--- config.mk ---
export PLATFORM = sky130hd
export DESIGN_NAME = lock_sequencer_flat
export DESIGN_NICKNAME = d
export VERILOG_FILES = /design/src/rtl/lock_sequencer_if.sv /design/src/rtl/lock_sequencer.sv /design/src/flat_wrapper.sv
export SDC_FILE = /design/constraint.sdc
export NUM_CORES = 1
export LEC_CHECK = 0
export CAP_MARGIN = 0
export CORE_UTILIZATION = 40
export DETAILED_ROUTE_END_ITERATION = 12
export PLACE_DENSITY = 0.58
export SLEW_MARGIN = 20
export SYNTH_ARGS = -nofsm -noshare
export SYNTH_HDL_FRONTEND = slang
export SYNTH_SLANG_ARGS = --single-unit
--- constraint.sdc ---
create_clock -name clk -period 5.7 [get_ports clk]
set_input_delay 0.57 -clock clk [delete_from_list [all_inputs] [get_ports clk]]
set_output_delay 0.57 -clock clk [all_outputs]
set_load 0.005 [all_outputs]
--- src/rtl/lock_sequencer_if.sv ---
`default_nettype none
// +--------------------------------------------------------------------------+
// | lock_sequencer_if                                                        |
// | Sensor inputs and valve/gate commands of the canal lock sequencer.       |
// | Revision: 1.0                                                            |
// +--------------------------------------------------------------------------+
interface lock_sequencer_if #(
  parameter int LEVEL_W = 6
);
  logic               arriving_upper;
  logic               arriving_lower;
  logic               boat_in;
  logic               boat_out;
  logic [LEVEL_W-1:0] water_level;
  logic               fill_valve;
  logic               drain_valve;
  logic               upper_gate_open;
  logic               lower_gate_open;
  logic               gate_moving;
  logic               occupied;
  logic               pend_upper;
  logic               pend_lower;

  modport master (
    output arriving_upper, arriving_lower, boat_in, boat_out, water_level,
    input  fill_valve, drain_valve, upper_gate_open, lower_gate_open,
           gate_moving, occupied, pend_upper, pend_lower
  );

  modport slave (
    input  arriving_upper, arriving_lower, boat_in, boat_out, water_level,
    output fill_valve, drain_valve, upper_gate_open, lower_gate_open,
           gate_moving, occupied, pend_upper, pend_lower
  );
endinterface
`default_nettype wire

--- src/rtl/lock_sequencer.sv ---
`default_nettype none
// +--------------------------------------------------------------------------+
// | lock_sequencer                                                           |
// | Canal lock control: request arbitration, level adjust, gate sequencing.  |
// | Revision: 1.0                                                            |
// +--------------------------------------------------------------------------+
module lock_sequencer #(
  parameter int LEVEL_W       = 6,
  parameter int UPPER_LEVEL   = 50,
  parameter int LOWER_LEVEL   = 10,
  parameter int GATE_CYCLES   = 8,
  parameter int ENTRY_TIMEOUT = 200
) (
  input  wire logic         clk,
  input  wire logic         reset,
  lock_sequencer_if.slave   bus
);
  localparam int c_CNT_MAX = (GATE_CYCLES > ENTRY_TIMEOUT) ? GATE_CYCLES : ENTRY_TIMEOUT;
  localparam int c_CNT_W   = $clog2(c_CNT_MAX + 1);

  localparam logic [c_CNT_W-1:0] c_CNT_SAT    = c_CNT_W'(c_CNT_MAX);
  localparam logic [c_CNT_W-1:0] c_GATE_LAST  = c_CNT_W'(GATE_CYCLES - 1);
  localparam logic [c_CNT_W-1:0] c_ENTRY_LAST = c_CNT_W'(ENTRY_TIMEOUT - 1);
  localparam logic [LEVEL_W-1:0] c_UPPER      = LEVEL_W'(UPPER_LEVEL);
  localparam logic [LEVEL_W-1:0] c_LOWER      = LEVEL_W'(LOWER_LEVEL);

  typedef enum logic [3:0] {
    S_IDLE, S_ADJ_IN, S_OPEN_IN, S_WAIT_IN, S_CLOSE_IN,
    S_ADJ_OUT, S_OPEN_OUT, S_WAIT_OUT, S_CLOSE_OUT
  } state_t;

  state_t             r_state;
  logic               r_side;        // 1 = trip enters from the upper approach
  logic               r_last_upper;
  logic               r_abort;
  logic [c_CNT_W-1:0] r_cnt;
  logic               r_fill, r_drain, r_up_open, r_lo_open, r_moving, r_occupied;
  logic               r_pend_up, r_pend_lo;

  logic               w_at_up, w_at_lo, w_in_match, w_out_match;
  logic [c_CNT_W-1:0] w_cnt_inc;

  assign w_at_up     = (bus.water_level >= c_UPPER);
  assign w_at_lo     = (bus.water_level <= c_LOWER);
  assign w_in_match  = r_side ? w_at_up : w_at_lo;
  assign w_out_match = r_side ? w_at_lo : w_at_up;
  assign w_cnt_inc   = (r_cnt == c_CNT_SAT) ? r_cnt : r_cnt + 1'b1;

  always_ff @(posedge clk) begin
    if (reset) begin
      r_state      <= S_IDLE;
      r_side       <= 1'b0;
      r_last_upper <= 1'b0;
      r_abort      <= 1'b0;
      r_cnt        <= '0;
      r_fill       <= 1'b0;
      r_drain      <= 1'b0;
      r_up_open    <= 1'b0;
      r_lo_open    <= 1'b0;
      r_moving     <= 1'b0;
      r_occupied   <= 1'b0;
      r_pend_up    <= 1'b0;
      r_pend_lo    <= 1'b0;
    end else begin
      // Latch first; clears inside the FSM below take precedence.
      if (bus.arriving_upper) r_pend_up <= 1'b1;
      if (bus.arriving_lower) r_pend_lo <= 1'b1;

      case (r_state)
        S_IDLE: begin
          if (r_pend_up || r_pend_lo) begin
            r_side  <= r_pend_up & (~r_pend_lo | ~r_last_upper);
            r_state <= S_ADJ_IN;
          end
        end
        S_ADJ_IN: begin
          if (w_in_match) begin
            r_fill   <= 1'b0;
            r_drain  <= 1'b0;
            r_moving <= 1'b1;
            r_cnt    <= '0;
            r_state  <= S_OPEN_IN;
          end else begin
            r_fill   <= r_side;
            r_drain  <= ~r_side;
          end
        end
        S_OPEN_IN: begin
          if (r_cnt == c_GATE_LAST) begin
            r_moving  <= 1'b0;
            r_up_open <= r_side;
            r_lo_open <= ~r_side;
            r_cnt     <= '0;
            r_state   <= S_WAIT_IN;
          end else begin
            r_cnt <= w_cnt_inc;
          end
        end
        S_WAIT_IN: begin
          if (bus.boat_in || r_cnt == c_ENTRY_LAST) begin
            if (r_side) r_pend_up <= 1'b0;
            else        r_pend_lo <= 1'b0;
            if (bus.boat_in) begin
              r_occupied   <= 1'b1;
              r_last_upper <= r_side;
            end
            r_abort   <= ~bus.boat_in;
            r_up_open <= 1'b0;
            r_lo_open <= 1'b0;
            r_moving  <= 1'b1;
            r_cnt     <= '0;
            r_state   <= S_CLOSE_IN;
          end else begin
            r_cnt <= w_cnt_inc;
          end
        end
        S_CLOSE_IN: begin
          if (r_cnt == c_GATE_LAST) begin
            r_moving <= 1'b0;
            r_state  <= r_abort ? S_IDLE : S_ADJ_OUT;
          end else begin
            r_cnt <= w_cnt_inc;
          end
        end
        S_ADJ_OUT: begin
          if (w_out_match) begin
            r_fill   <= 1'b0;
            r_drain  <= 1'b0;
            r_moving <= 1'b1;
            r_cnt    <= '0;
            r_state  <= S_OPEN_OUT;
          end else begin
            r_fill   <= ~r_side;
            r_drain  <= r_side;
          end
        end
        S_OPEN_OUT: begin
          if (r_cnt == c_GATE_LAST) begin
            r_moving  <= 1'b0;
            r_up_open <= ~r_side;
            r_lo_open <= r_side;
            r_cnt     <= '0;
            r_state   <= S_WAIT_OUT;
          end else begin
            r_cnt <= w_cnt_inc;
          end
        end
        S_WAIT_OUT: begin
          if (bus.boat_out) begin
            r_occupied <= 1'b0;
            r_up_open  <= 1'b0;
            r_lo_open  <= 1'b0;
            r_moving   <= 1'b1;
            r_cnt      <= '0;
            r_state    <= S_CLOSE_OUT;
          end
        end
        S_CLOSE_OUT: begin
          if (r_cnt == c_GATE_LAST) begin
            r_moving <= 1'b0;
            r_state  <= S_IDLE;
          end else begin
            r_cnt <= w_cnt_inc;
          end
        end
        default: r_state <= S_IDLE;
      endcase
    end
  end

  assign bus.fill_valve      = r_fill;
  assign bus.drain_valve     = r_drain;
  assign bus.upper_gate_open = r_up_open;
  assign bus.lower_gate_open = r_lo_open;
  assign bus.gate_moving     = r_moving;
  assign bus.occupied        = r_occupied;
  assign bus.pend_upper      = r_pend_up;
  assign bus.pend_lower      = r_pend_lo;
endmodule
`default_nettype wire

--- src/flat_wrapper.sv ---
// flat-port wrapper written by rule: the top's interface ports become plain ports
module lock_sequencer_flat 
#(
  parameter int LEVEL_W       = 6,
  parameter int UPPER_LEVEL   = 50,
  parameter int LOWER_LEVEL   = 10,
  parameter int GATE_CYCLES   = 8,
  parameter int ENTRY_TIMEOUT = 200
)
  (clk, reset, bus_arriving_upper, bus_arriving_lower, bus_boat_in, bus_boat_out, bus_water_level, bus_fill_valve, bus_drain_valve, bus_upper_gate_open, bus_lower_gate_open, bus_gate_moving, bus_occupied, bus_pend_upper, bus_pend_lower);
  lock_sequencer_if #(.LEVEL_W(LEVEL_W)) bus_i ();
  input  wire logic clk;
  input  wire logic reset;
  input wire logic [$bits(bus_i.arriving_upper)-1:0] bus_arriving_upper;
  input wire logic [$bits(bus_i.arriving_lower)-1:0] bus_arriving_lower;
  input wire logic [$bits(bus_i.boat_in)-1:0] bus_boat_in;
  input wire logic [$bits(bus_i.boat_out)-1:0] bus_boat_out;
  input wire logic [$bits(bus_i.water_level)-1:0] bus_water_level;
  output wire logic [$bits(bus_i.fill_valve)-1:0] bus_fill_valve;
  output wire logic [$bits(bus_i.drain_valve)-1:0] bus_drain_valve;
  output wire logic [$bits(bus_i.upper_gate_open)-1:0] bus_upper_gate_open;
  output wire logic [$bits(bus_i.lower_gate_open)-1:0] bus_lower_gate_open;
  output wire logic [$bits(bus_i.gate_moving)-1:0] bus_gate_moving;
  output wire logic [$bits(bus_i.occupied)-1:0] bus_occupied;
  output wire logic [$bits(bus_i.pend_upper)-1:0] bus_pend_upper;
  output wire logic [$bits(bus_i.pend_lower)-1:0] bus_pend_lower;
  assign bus_i.arriving_upper = bus_arriving_upper;
  assign bus_i.arriving_lower = bus_arriving_lower;
  assign bus_i.boat_in = bus_boat_in;
  assign bus_i.boat_out = bus_boat_out;
  assign bus_i.water_level = bus_water_level;
  assign bus_fill_valve = bus_i.fill_valve;
  assign bus_drain_valve = bus_i.drain_valve;
  assign bus_upper_gate_open = bus_i.upper_gate_open;
  assign bus_lower_gate_open = bus_i.lower_gate_open;
  assign bus_gate_moving = bus_i.gate_moving;
  assign bus_occupied = bus_i.occupied;
  assign bus_pend_upper = bus_i.pend_upper;
  assign bus_pend_lower = bus_i.pend_lower;
  lock_sequencer #(.LEVEL_W(LEVEL_W), .UPPER_LEVEL(UPPER_LEVEL), .LOWER_LEVEL(LOWER_LEVEL), .GATE_CYCLES(GATE_CYCLES), .ENTRY_TIMEOUT(ENTRY_TIMEOUT)) u_core (.clk(clk), .reset(reset), .bus(bus_i));
endmodule
# Word-level counts from Yosys, hierarchy flattened
# Cells that the tools add are included.
totals:
  register_bits: 23
  in_bits: 12
  output_inout_bits: 8
  word_cells: 114
op_classes:
  addsub: 1
  order_cmp: 2
  eq_ne: 23
  mux: 50
  n_bitwise: 6
  reduce_logical: 19
op_table:
  columns: ["operator", "count"]
  rows:
  - ["two-way mux 8 bit", 7]
  - ["case mux 8 bit (6 select lines)", 1]
  - ["two-way mux 4 bit", 9]
  - ["case mux 4 bit (9 select lines)", 1]
  - ["two-way mux 1 bit", 25]
  - ["inequality test 2 x 1 -> 1 bit, second input constant", 9]
  - ["equality test 4 x 3 -> 1 bit, second input constant", 4]
  - ["equality test 8 bit, second input constant", 2]
  - ["AND reduction 5 bit", 2]
  - ["AND reduction 9 bit", 1]
  - ["adder 8 x 1 -> 8 bit, second input constant", 1]
  - ["equality test 4 x 2 -> 1 bit, second input constant", 2]
  - ["equality test 8 x 3 -> 1 bit, second input constant", 1]
  - ["case mux 1 bit (4 select lines)", 2]
  - [">= comparator 6 bit, second input constant", 1]
  - ["less-or-equal comparator 6 x 4 -> 1 bit, second input constant", 1]
  - ["inequality test 2 bit, second input constant", 3]
  - ["case mux 1 bit (2 select lines)", 3]
  - ["AND reduction 6 bit", 1]
  - ["nonzero test 6 bit", 1]
  - ["case mux 1 bit (5 select lines)", 1]
  - ["nonzero test 5 bit", 1]
  - ["equality test 4 x 1 -> 1 bit, second input constant", 1]
  - ["equality test 4 bit, second input constant", 1]
  - ["other kinds (13)", 20]

# Depth between registers and ports, before layout
# Gate-level depths: netlist (run 1).
depth:
  ltp_word: 4
  ltp_mapped: 7
  mapped_depth_nobuf: 7

# Least setup slack after synthesis (run 1)
# OpenSTA, ideal clock, no wires.
synth_timing:
  path_kind: "input port to flip-flop"
  start: "input port bus_water_level[3]"
  end: "register u_core.r_cnt[1]"
  setup_time_ps: 70
  arrival_ps: 2004
  required_ps: 5630
  slack_ps: 3625
  stages: 5
  n_path_buf: 0
  cell_sequence: "a211oi_1 > a21oi_1 > o32a_1 > or4bb_1 > a21oi_1"
synth_via:
  elab_chain_cells: 4
  word_cells_on_any_way: 7
  classes_between: "order compare (2); eq/ne (2); mux (2); reduce/logical (1)"
synth_rtl:
  columns: ["item", "line_no", "source"]
  rows:
  - ["start: declaration", "flat_wrapper.sv:18", "input wire logic [$bits(bus_i.water_level)-1:0] bus_water_level;"]
  - [">= comparator 6 bit or less-or-equal comparator 6 x 4 -> 1 bit (tied branches)", "lock_sequencer.sv:43, lock_sequencer.sv:44", null]
  - ["two-way mux 1 bit (on tied branches)", "lock_sequencer.sv:46, lock_sequencer.sv:45", null]
  - ["inequality test 2 x 1 -> 1 bit (no line)", null, null]
  - ["AND reduction 5 bit (no line) (*)", null, null]
  - ["end signal: assignment", "lock_sequencer.sv:96", "r_cnt <= w_cnt_inc;"]
  - ["end signal: assignment", "lock_sequencer.sv:114", "r_cnt <= w_cnt_inc;"]
  - ["end signal: assignment", "lock_sequencer.sv:122", "r_cnt <= w_cnt_inc;"]
  - ["end: declaration", "lock_sequencer.sv:36", "logic [c_CNT_W-1:0] r_cnt;"]
# Every way passes the cells marked *; elsewhere a longest branch is shown, timed or not.
# A chain may end at the register's enable or synchronous reset.

# Worst setup path in the final report (run 1)
# Same ends and word-level chain as after synthesis.

==> flow_summary_export.csv, run 1 <==
group,metric,value,unit
final_layout,drive_gt1_frac,0.0580,
detailed_routing,vias,1492,
timing,skew,0.00832,ns
placed_design,placed_cells,251,
timing,fin_crit_sh,0.453,
placed_design,portBuffers,19,
clock_tree,cts_made_buffers,3,
min_path,hold_class,"flip-flop to flip-flop",
final_layout,n_antenna_cell,0,
global_routing,grt_max_degree,22,
timing,max_freq,387,MHz
timing,hold_viol,0,
yosys,syn_nets,207,
worst_setup_path,arrival,2.77,ns
global_routing,overflow,0,
clock_tree,cts_buffer_depth,2,
yosys,ys_ff_latch,23,
global_routing,track_usage,0.198,
yosys,yosys_warnings,0,
detailed_routing,remaining_drc_errors,0,
clock_tree,cts_setup_buffers,0,
worst_setup_path,crit_family,"compound AO/OA/AOI/OAI gates",
clock_tree,cts_resized,0,
yosys,async_flop_share,0,
timing,worst_pin_slew,0.809,ns
clock_tree,clkSlewWorstSetupHoldPaths,0.09,ns
yosys,synth_area,1520,sq um
yosys,syn_avg_cell_area,7.86,sq um
power_and_ir_drop,ir_drop,0.000102,V
worst_setup_path,worst-path-buf-inv,1,
clock_tree,cts_htree_levels,1,
floorplanning,die_area,4040,sq um
detailed_routing,wl,3720,microns
power_and_ir_drop,p_per_area,373,nW/um^2
clock_tree,postCtsHoldBufs,0,
yosys,ys_seq_area_frac,0.304,
final_layout,instances_no_fill,255,
worst_setup_path,critical_path_class,"primary input to flip-flop",
timing,fin_crit,2.58,ns
placed_design,hpwl,2750,microns
global_routing,grt_pass1_wl,6440,microns
yosys,ys_types,50,
worst_setup_path,critPathLaunchType,"primary input",
clock_tree,clkLatencyLatePin,0.26,ns
floorplanning,die_w,63.6,microns
yosys,post-synth-top-count-cell,"nor2_1",
worst_setup_path,slowest_stage,"or4bb_1",
detailed_routing,post_drt_via_cell_ratio,5.85,
worst_setup_path,cp.required,5.89,ns
timing,drv_slew,0,
detailed_routing,dr.pass1.iters,4,
yosys,yosys.area.top_type,"dfxtp_1",
final_layout,syn_to_final_growth,17.4,%
yosys,synth_edf_count,0,
floorplanning,io_pins,20,
global_routing,grt_pass1_vias,1412,
yosys,synth_cells,193,
timing,grt_setup_unrepaired,"false",
worst_setup_path,path_common_cell,"a21oi_1",
placed_design,gp_congestion,0.828,
worst_setup_path,cp_max_fo,11,
yosys,yosysTopAreaCellShare,0.304,
worst_setup_path,cpPeakStageDelay,0.54,ns
timing,relSlewSlack,0.459,
detailed_routing,drt_iter0_markers,95,
power_and_ir_drop,power.leakage,0.567,nW
clock_tree,cts_root_buffer,"clkbuf_8",
worst_setup_path,crit_chain,"clkdlybuf4s50_1 > a211oi_1 > a21oi_1 > o32a_1 > or4bb_1 > a21oi_1",
global_routing,antenna_found_initial,0,
floorplanning,core_area,3660,sq um
yosys,synthTopCellsByArea,"dfxtp_1, nor2_1, a211oi_1",
detailed_routing,antenna_left,0,
timing,holdWs,0.468,ns
final_layout,final_nets,222,
yosys,dominantRegCellSynth,"dfxtp_1",
clock_tree,clkSinkCount,23,
status,status,"completed",
floorplanning,start_util,0.414,
timing,setup_viol,0,
timing,tns,0,ns
worst_setup_path,end_kind,"flip-flop",
detailed_routing,routedWlPerCell,14.6,microns
floorplanning,core.rowCount,22,
flow_run,drv_cap,0,
floorplanning,die_h,63.6,microns
power_and_ir_drop,power.total,664,uW
clock_tree,tritoncts,"yes",
yosys,synthTopCellsByCount,"nor2_1, dfxtp_1, nand2_1",
[through the flow]
step | setup slack [ns] | util | cell area, sq um
2_1_floorplan | 3.63 | - | 1520
3_3_place_gp | 2.94 | 0.474 | 1740
3_5_place_dp | 2.84 | 0.474 | 1740
4_1_cts | 3.14 | 0.486 | 1780
5_1_grt | 2.96 | 0.486 | 1780
6_report | 3.12 | 0.486 | 1780
[registers in the layout, summed over array words and instances, names as in the netlist]
signal / cells
u_core.bus.pend_lower: 1
u_core.bus.drain_valve: 1
u_core.r_side: 1
u_core.bus.fill_valve: 1
u_core.bus.upper_gate_open: 1
u_core.bus.gate_moving: 1
u_core.r_state: 4
u_core.bus.pend_upper: 1
u_core.r_abort: 1
u_core.r_cnt: 8
u_core.bus.lower_gate_open: 1
u_core.r_last_upper: 1
u_core.bus.occupied: 1
[cells by family after synthesis]
| kind of cell | synth area share |
|---|---|
| flip-flops | 0.304 |
| AO/OA/AOI/OAI | 0.336 |
| buffers and inverters | 0.0454 |
| XOR/XNOR | 0.00578 |
| adder cells (fa/ha/maj) | 0.0165 |
| AND/OR/NAND/NOR | 0.293 |
[worst paths after layout]
kind | from | slack [ns] | endpoint | depth (start not counted)
max | bus_water_level[3] | 3.12 | u_core.r_cnt[1]$_SDFFE_PP0P_ | 6
min | u_core.r_last_upper$_SDFFE_PP0P_ | 0.47 | u_core.r_last_upper$_SDFFE_PP0P_ | 2
max reg2reg | u_core.r_state[0]$_SDFFE_PP0P_ | 3.29 | u_core.r_cnt[7]$_SDFFE_PP0P_ | 5
min reg2reg | u_core.r_last_upper$_SDFFE_PP0P_ | 0.47 | u_core.r_last_upper$_SDFFE_PP0P_ | 2
[layout by cell type (no fill, tap or decap), types with 2 or more instances in the layout]
| master | Yosys | final |
|---|---|---|
| a2111oi_4 | 2 | 2 |
| a211oi_1 | 10 | 10 |
| a21boi_0 | 2 | 2 |
| a21oi_1 | 10 | 10 |
| a31oi_1 | 6 | 6 |
| and2_1 | 2 | 2 |
| clkbuf_8 | 0 | 3 |
| clkdlybuf4s50_1 | 0 | 19 |
| dfxtp_1 | 23 | 23 |
| ha_1 | 2 | 2 |
| inv_1 | 8 | 8 |
| nand2_1 | 17 | 17 |
| nand2b_1 | 5 | 5 |
| nand3_1 | 7 | 7 |
| nand3b_1 | 3 | 3 |
| nand4_1 | 2 | 2 |
| nand4bb_1 | 2 | 2 |
| nor2_1 | 25 | 25 |
| nor3_1 | 9 | 9 |
| nor4_1 | 2 | 2 |
| o21a_1 | 3 | 3 |
| o21ai_0 | 13 | 13 |
| o221a_2 | 2 | 2 |
| o32ai_1 | 2 | 2 |
| or4_1 | 2 | 2 |
[layout make-up]
cell class | count | area [sq um]
clock buffer | 4 | 45.0
fill | 364 | 1880
inverter | 8 | 30.0
multi-input combinational | 152 | 987
sequential | 23 | 460
tap | 48 | 60.1
timing repair buffer | 20 | 198
[tightest hold or removal path, cell delays in order (launching register included)]
cell	delay, ns
dfxtp_1	0.32
nand2_1	0.05
a21oi_1	0.05
[metal layers]
layer	vias up	part of all wire	global-route usage
li1	754	-	-
met1	713	0.50	0.258
met2	19	0.46	0.323
met3	6	0.025	0.0308
met4	0	0.016	0.0824
met5	-	0	0
[report_power, final]
group | switching (mW) | leakage [nW] | internal [mW]
clock network | 0.0522 | 0.0228 | 0.0499
logic | 0.184 | 0.357 | 0.149
registers | 0.0451 | 0.187 | 0.184
total | 0.282 | 0.567 | 0.383
No activity file was read; power rests on OpenSTA's default activity.
==> run 2: changes to the inputs <==
==> constraint.sdc (replaced) <==
create_clock -name clk -period 2.5 [get_ports clk]
set_input_delay 0.25 -clock clk [delete_from_list [all_inputs] [get_ports clk]]
set_output_delay 0.25 -clock clk [all_outputs]
set_load 0.005 [all_outputs]
==> run 2 against run 1 <==
Routed wire length increased by 1.9%; sequential power increased by 120%; clock skew decreased by 0.0062 ns; worst hold slack better by 0.0019 ns; critical path depth stayed put; largest power group unchanged; highest routed layer unchanged.
==> flow_summary_export.csv, run 2 (synthesis results as in run 1) <==
group,metric,value,unit
status,status,"completed",
clock_tree,cts_htree_levels,1,
worst_setup_path,crit_family,"simple AND/OR/NAND/NOR gates",
final_layout,largest_register_ffs,8,
detailed_routing,antenna_left,0,
floorplanning,io_pins,20,
global_routing,overflow,0,
timing,skew,0.00212,ns
timing,tns,0,ns
min_path,hold_class,"flip-flop to flip-flop",
worst_setup_path,critical_path_class,"flip-flop to flip-flop",
final_layout,final_common_cell,"nor2_1",
clock_tree,cts_setup_buffers,0,
floorplanning,start_util,0.414,
final_layout,most-common-layout-cells,"nor2_1, dfxtp_1, clkdlybuf4s50_1",
global_routing,grt_pass1_wl,6550,microns
global_routing,grt_pass1_vias,1442,
min_path,hold_end,"u_core.r_last_upper$_SDFFE_PP0P_",
worst_setup_path,critPathLaunchType,"flip-flop",
detailed_routing,drt_iter0_markers,99,
floorplanning,die_h,63.6,microns
power_and_ir_drop,power.total,1.54,mW
clock_tree,postCtsHoldBufs,0,
worst_setup_path,crit_chain,"buf_4 > nor4bb_1 > o211ai_1 > nand3_1 > or4bb_1 > a21oi_1",
detailed_routing,routedWlPerCell,14.5,microns
placed_design,hpwl,2880,microns
final_layout,reg.largest.list,"u_core.r_cnt x8, u_core.r_state x4",
detailed_routing,vias,1533,
final_layout,drive_gt1_frac,0.0845,
clock_tree,cts_made_buffers,3,
timing,relSlewSlack,0.533,
worst_setup_path,cp_max_fo,13,
worst_setup_path,cp.required,2.70,ns
worst_setup_path,cpPeakStageDelay,0.50,ns
final_layout,regMostFlops,"u_core.r_cnt",
timing,max_freq,442,MHz
global_routing,antenna_found_initial,0,
final_layout,n_antenna_cell,0,
timing,grt_setup_unrepaired,"false",
worst_setup_path,worst_r2r_path_depth,6,
floorplanning,die_area,4040,sq um
power_and_ir_drop,ir_drop,0.000238,V
clock_tree,cts_buffer_depth,2,
worst_setup_path,worst-path-buf-inv,1,
timing,worst_pin_slew,0.695,ns
clock_tree,clkSinkCount,23,
worst_setup_path,slowest_stage,"or4bb_1",
detailed_routing,wl,3790,microns
worst_setup_path,rr_startpoint,"u_core.r_state[3]$_SDFFE_PP0P_",
timing,setup_viol,0,
power_and_ir_drop,power.leakage,0.597,nW
worst_setup_path,arrival,2.46,ns
worst_setup_path,rrSetupSlack,0.24,ns
detailed_routing,post_drt_via_cell_ratio,5.87,
clock_tree,cts_resized,0,
final_layout,final_nets,228,
power_and_ir_drop,p_per_area,845,nW/um^2
timing,drv_slew,0,
floorplanning,core_area,3660,sq um
worst_setup_path,end_kind,"flip-flop",
timing,fin_crit,2.26,ns
detailed_routing,dr.pass1.iters,4,
global_routing,track_usage,0.203,
timing,hold_viol,0,
flow_run,drv_cap,0,
clock_tree,tritoncts,"yes",
floorplanning,core.rowCount,22,
clock_tree,clkLatencyLatePin,0.26,ns
placed_design,portBuffers,19,
worst_setup_path,timing.rr.end,"u_core.r_cnt[1]$_SDFFE_PP0P_",
clock_tree,clkSlewWorstSetupHoldPaths,0.08,ns
floorplanning,die_w,63.6,microns
placed_design,gp_congestion,0.892,
timing,worst_slack,0.237,ns
min_path,whs_path_depth,2,
min_path,hold_path_startpoint,"u_core.r_last_upper$_SDFFE_PP0P_",
timing,fin_crit_sh,0.905,
placed_design,post-place-ws,0.0783,ns
detailed_routing,remaining_drc_errors,0,
global_routing,grt_max_degree,22,
clock_tree,cts_root_buffer,"clkbuf_8",
final_layout,syn_to_final_growth,20.4,%
[run 2: changes by cell type in the layout (fill, tap and decap cells not counted), sizes merged]
| cell | previous run | this run |
|---|---|---|
| buf | 1 | 7 |
[run 2: final cells by class]
class	count	area [sq um]
inverters	8	30.0
multi-input cells	152	987
repair buffers	26	243
fillers	345	1840
flip-flops and latches	23	460
well taps	48	60.1
clock buffers	4	45.0
[run 2: power breakdown]
part	internal [mW]	switching [mW]	total (mW)
Combinational	0.369	0.444	0.813
Sequential	0.419	0.0783	0.497
Clock	0.114	0.118	0.232
[run 2: worst max path at each step]
stage                                              end                            from  depth (start not counted)  slack [ns]
after CTS                 u_core.r_cnt[1]$_SDFFE_PP0P_  u_core.r_state[3]$_SDFFE_PP0P_                          6        0.25
after detailed placement  u_core.r_cnt[1]$_SDFFE_PP0P_              bus_water_level[3]                          6        0.08
after global placement    u_core.r_cnt[1]$_SDFFE_PP0P_              bus_water_level[3]                          6        0.17
final                     u_core.r_cnt[1]$_SDFFE_PP0P_  u_core.r_state[3]$_SDFFE_PP0P_                          6        0.24
after floorplan           u_core.r_cnt[7]$_SDFFE_PP0P_  u_core.r_state[2]$_SDFFE_PP0P_                          6        0.56
after global routing      u_core.r_cnt[1]$_SDFFE_PP0P_  u_core.r_state[3]$_SDFFE_PP0P_                          6        0.07
[run 2: layer usage]
metal  global-route usage  vias to the layer above  part of all wire  routed length (microns)
met1                0.260                      737              0.46                     1760
met5                    0                        -                 0                        0
met3               0.0326                        4             0.029                      110
met2                0.346                       28              0.49                     1870
li1                     -                      764                 -                        -
met4               0.0625                        0             0.013                       50
[run 2: worst reg2reg max path: stages, from the launching register on]
cell and delay [ns]:
dfxtp_1 0.44, buf_4 0.23, nor4bb_1 0.44, o211ai_1 0.21
nand3_1 0.24, or4bb_1 0.50, a21oi_1 0.14
[run 2: stage by stage]
| stage | cell area [sq um] | hold WS, ns | util | instances |
|---|---|---|---|---|
| after global placement | 1780 | 0.450 | 0.486 | 257 |
| final | 1830 | 0.470 | 0.499 | 261 |
| after detailed placement | 1780 | 0.454 | 0.486 | 257 |
| after global routing | 1830 | 0.513 | 0.499 | 261 |
| after CTS | 1830 | 0.466 | 0.499 | 261 |
| after floorplan | 1520 | 0.347 | - | 193 |
